## config.mk

```make
export PLATFORM = sky130hd
export DESIGN_NAME = pps1_trig_gen
export DESIGN_NICKNAME = d
export VERILOG_FILES = /design/src/rtl/pps1_trig_gen.sv
export SDC_FILE = /design/constraint.sdc
export NUM_CORES = 1
export LEC_CHECK = 0
export CAP_MARGIN = 20
export CORE_ASPECT_RATIO = 1.5
export CORE_MARGIN = 2
export CORE_UTILIZATION = 49
export DETAILED_ROUTE_END_ITERATION = 6
export PLACE_DENSITY = 0.84
export SLEW_MARGIN = 20
export SYNTH_ARGS = -nofsm -noshare
export SYNTH_HDL_FRONTEND = slang
export SYNTH_SLANG_ARGS = --single-unit
```

## constraint.sdc

```tcl
create_clock -name clk250_i -period 2.1 [get_ports clk250_i]
set_clock_uncertainty 0.2 [all_clocks]
set_input_delay 0.315 -clock clk250_i [delete_from_list [all_inputs] [get_ports clk250_i]]
set_output_delay 0.315 -clock clk250_i [all_outputs]
set_load 0.02 [all_outputs]
```

## src/rtl/pps1_trig_gen.sv

```systemverilog
// pps1_trig_gen
// PPS-locked trigger generator running entirely in the clk250 domain.
// A qualified PPS pulse loads a delay counter. When the counter expires,
// a single-cycle trigger is emitted. The block also measures the PPS period,
// counts issued triggers and flags PPS pulses that re-armed a pending delay.

module pps1_trig_gen #(
    parameter int DELAY_WIDTH  = 32,
    parameter int PERIOD_WIDTH = 32,
    parameter int COUNT_WIDTH  = 16
) (
    input  logic                    clk250_i,
    input  logic                    rst_n_i,
    input  logic                    pps_i,
    input  logic                    en_i,
    input  logic                    disable_i,
    input  logic [DELAY_WIDTH-1:0]  pps_time_i,
    input  logic                    clr_missed_i,
    output logic                    trig_o,
    output logic [PERIOD_WIDTH-1:0] pps_period_o,
    output logic                    period_valid_o,
    output logic                    missed_o,
    output logic [COUNT_WIDTH-1:0]  trig_count_o
);

    localparam logic [DELAY_WIDTH-1:0]  DELAY_ONE  = DELAY_WIDTH'(1);
    localparam logic [PERIOD_WIDTH-1:0] PERIOD_ONE = PERIOD_WIDTH'(1);
    localparam logic [PERIOD_WIDTH-1:0] PERIOD_MAX = '1;
    localparam logic [COUNT_WIDTH-1:0]  COUNT_ONE  = COUNT_WIDTH'(1);

    typedef enum logic {
        IDLE  = 1'b0,
        ARMED = 1'b1
    } state_t;

    state_t                  state;
    logic [DELAY_WIDTH-1:0]  dcnt;
    logic [PERIOD_WIDTH-1:0] pcnt;
    logic                    pps_seen;

    logic arm;
    logic abort;
    logic expired;

    // A PPS only starts a delay when triggering is enabled and not masked.
    // Abort and arm are mutually exclusive, so abort can safely be checked first.
    assign arm     = pps_i && en_i && !disable_i;
    assign abort   = !en_i || disable_i;
    assign expired = (dcnt == '0);

    // Trigger state machine: delay countdown, trigger pulse, trigger count and missed flag.
    always_ff @(posedge clk250_i or negedge rst_n_i) begin
        if (!rst_n_i) begin
            state        <= IDLE;
            dcnt         <= '0;
            trig_o       <= 1'b0;
            trig_count_o <= '0;
            missed_o     <= 1'b0;
        end else begin
            trig_o <= 1'b0;

            if (clr_missed_i) begin
                missed_o <= 1'b0;
            end

            case (state)
                IDLE: begin
                    if (arm) begin
                        dcnt  <= pps_time_i;
                        state <= ARMED;
                    end
                end

                ARMED: begin
                    if (abort) begin
                        state <= IDLE;
                    end else if (expired) begin
                        trig_o       <= 1'b1;
                        trig_count_o <= trig_count_o + COUNT_ONE;
                        if (arm) begin
                            dcnt  <= pps_time_i;
                            state <= ARMED;
                        end else begin
                            state <= IDLE;
                        end
                    end else if (arm) begin
                        dcnt     <= pps_time_i;
                        missed_o <= 1'b1;
                    end else begin
                        dcnt <= dcnt - DELAY_ONE;
                    end
                end

                default: begin
                    state <= IDLE;
                end
            endcase
        end
    end

    // Period measurement: a saturating counter restarted by every PPS, captured from the second PPS onwards.
    always_ff @(posedge clk250_i or negedge rst_n_i) begin
        if (!rst_n_i) begin
            pcnt           <= '0;
            pps_seen       <= 1'b0;
            pps_period_o   <= '0;
            period_valid_o <= 1'b0;
        end else begin
            if (pps_i) begin
                pcnt     <= '0;
                pps_seen <= 1'b1;
                if (pps_seen) begin
                    period_valid_o <= 1'b1;
                    if (pcnt == PERIOD_MAX) begin
                        pps_period_o <= PERIOD_MAX;
                    end else begin
                        pps_period_o <= pcnt + PERIOD_ONE;
                    end
                end
            end else if (pcnt != PERIOD_MAX) begin
                pcnt <= pcnt + PERIOD_ONE;
            end
        end
    end

endmodule

```

==> flow_summary.yaml <==
status:
  status: "finished, violations left"
  failed_checks: "setup timing"
sta:
  clock.fmax_mhz: 402.8
  finalSetupViolations: 51
  hold_viol: 0
  fin_crit_sh: 1.182
  fin_crit_ns: 2.483
  slew_violations: 0
  worst_slack_ns: -0.3825
  timing.slew.headroom: 0.7143
  setup-tns-final_ns: -12.23
  whs_ns: 0.1897
  rsz0062_at_grt: "yes"
  worst_pin_slew_ns: 0.4286
grt:
  grt_pass1_wl_um: 30210
  grt_pass1_vias: 6248
  antenna_found_initial: 0
  overflow: 0
  track_usage: 0.2974
  grt_max_degree: 38
route:
  first_iter_violations: 409
  wl_um: 20610
  ant_nets: 0
  drc_errors: 0
  vias: 6050
  wl_per_cell_um: 20.57
  drt-pass1-iter-count: 5
  avgViaCountPerCell: 6.038
floorplanning:
  core_um2: 11890
  die_y_um: 138.4
  fp-row-count: 49
  initial_core_util: 0.4963
  die_w_um: 93.62
  die_area_um2: 12960
  boundaryPins: 89
layout:
  antenna_cells: 0
  utilization: 0.7853
  n_fill_cell: 715
  syn_to_final_growth_pct: 58.22
  final_common_cell: "buf_4"
  final_cell_mix: "buf_4 (124), dfrtp_1 (116), clkdlybuf4s50_1 (87), nor2_1 (77), nand2_1 (53)"
  design_area_um2: 9340
  final_nets: 879
  seq_area_um2: 2929
  stdcell_count: 1002
  drive_gt1_frac: 0.3216
  multiInputGateArea_um2: 3403
clock_tree:
  ctsLongestPathBuffers: 2
  clockRootBuffer: "clkbuf_16"
  numCtsBuffers: 17
  clock_latency_ns: 0.42
  clk_pin_slew_ns: 0.06
  htree_num_levels: 4
  cts_sinks: 117
  cts_tree: "done"
power_and_ir_drop:
  ir_worst_vdd_mv: 0.6949
  p_switching_w: 0.001777
  powerDensity_nw_per_um2: 725.9
  seqPwrFrac: 0.376
  power.internal_w: 0.005003
  power_frac_comb: 0.174
  power_frac_clock: 0.450
  leakage_nw: 4.051
  switching_share: 0.2621
synth:
  ys_warn_count: 0
  synth_cell_type_count: 57
  syn_nets: 655
  synth_edf_count: 0
  synthesis.area_um2: 5903
  netlist.top_cell.by_area: "dfrtp_1"
  async_reset_ff_frac: 1.000
  netlist.area_leader.share: 0.4960
  avgSynthCellArea_um2: 9.630
  synth_flop_cell: "dfrtp_1"
  ys_top_cells_by_area: "dfrtp_1 (50%), nor2_1 (5.0%), xnor2_1 (3.9%), nand2_1 (3.6%), xor2_1 (2.7%)"
  ys_ff_latch: 117
  synth_cells: 613
  synth-seq-area-share: 0.4960
setup_path:
  startpoint_type: "flip-flop"
  cp_max_fo: 6
  worstPathRequired_ns: 2.22
  worstSetupPathType: "flip-flop to flip-flop"
  crit_arrival_ns: 2.61
  end_kind: "flip-flop"
placed_design:
  placed_cells: 944
  place_congestion: 0.9569
  io_buffers: 88
  dp.final_hpwl_um: 12990
  dpl_cell_area_um2: 7920
job:
  max_cap_viol_count: 0
worst_hold_path:
  hold_path.class: "primary input to async pin"
cells by family after synthesis:
group | Yosys count | share of synthesized area
simple gates | 282 | 0.2622
compound gates | 118 | 0.1287
flops | 117 | 0.4960
xor+xnor | 44 | 0.06528
buf+inv | 41 | 0.02713
mux | 7 | 0.01229
fa+ha+maj | 4 | 0.008479
per-stage QoR:
step	setup slack [ns]	total power, W
finish	-0.3825	0.006780
global route	-0.4820	0.006983
CTS	-0.2315	0.006635
detailed placement	-0.3315	0.003532
global placement	-0.2739	0.003484
floorplan	-0.1493	0.002957
worst max-delay path, stage by stage, from the launching register on:
cell     delay, ns
dfrtp_1       0.40
inv_2         0.09
ha_4          0.13
nor4b_4       0.28
nand4_1       0.26
buf_6         0.22
buf_6         0.12
nor4_4        0.16
buf_6         0.20
nand3_1       0.12
xnor2_1       0.21
metal layers:
| layer | GRT usage | share of wire |
|---|---|---|
| met1 | 0.3107 | 0.36 |
| met2 | 0.5411 | 0.55 |
| met3 | 0.06431 | 0.050 |
| met4 | 0.1617 | 0.049 |
| met5 | 0 | 0 |
state kept, by name (all words and copies together), names as in the netlist:
name,flops
dcnt,32
trig_count_o,16
trig_o,1
period_valid_o,1
state,1
pps_seen,1
missed_o,1
pps_period_o,32
pcnt,32
cell usage after synthesis (14+ instances only):
cell / count
nand3_1: 23
xor2_1: 18
nand4_1: 21
clkbuf_1: 27
nor2_1: 78
a31oi_1: 22
a21oi_1: 30
nand2_1: 57
o21ai_1: 15
dfrtp_1: 117
xnor2_1: 26
or4_1: 14
final timing paths:
kind                                         startpoint                            to  slack (ns)  cells after the start
setup / recovery                    dcnt[0]$_DFFE_PN0P_  trig_count_o[11]$_DFFE_PN0P_       -0.38                     10
hold / removal                                  rst_n_i           pcnt[8]$_DFFE_PN0P_        0.19                      2
setup reg to reg                    dcnt[0]$_DFFE_PN0P_  trig_count_o[11]$_DFFE_PN0P_       -0.38                     10
hold reg to reg            pps_period_o[26]$_DFFE_PN0P_  pps_period_o[26]$_DFFE_PN0P_        0.28                      2
max in group asynchronous                       rst_n_i           dcnt[2]$_DFFE_PN0P_        0.87                      3
min in group clk250_i                     pps_time_i[0]           dcnt[0]$_DFFE_PN0P_        0.25                      3
power groups by stage:
stage,combinational (W),clock [W],sequential (W)
after floorplan,0.000345,0,0.00261
after global placement,0.000933,0,0.00255
after detailed placement,0.000970,0,0.00256
after CTS,0.00105,0.00305,0.00253
after global routing,0.00125,0.00318,0.00256
final,0.00118,0.00305,0.00255
layout make-up:
type,instances,share of cell area
clock buffers,23,0.05332
inverters,9,0.003617
repair buffers,237,0.2316
clock inverters,8,0.01299
flip-flops and latches,117,0.3136
multi-input cells,455,0.3644
well taps,153,0.02050
timing repair:
action,4_1_cts,5_1_grt
hold buffers,1,0
endpoints found under the hold margin,48,0
pin swaps,27,30
gates resized for setup,51,65
buffers inserted,10,17
setup endpoints to repair,62,84
gates cloned,0,2
Power figures use the tool's default switching activity.
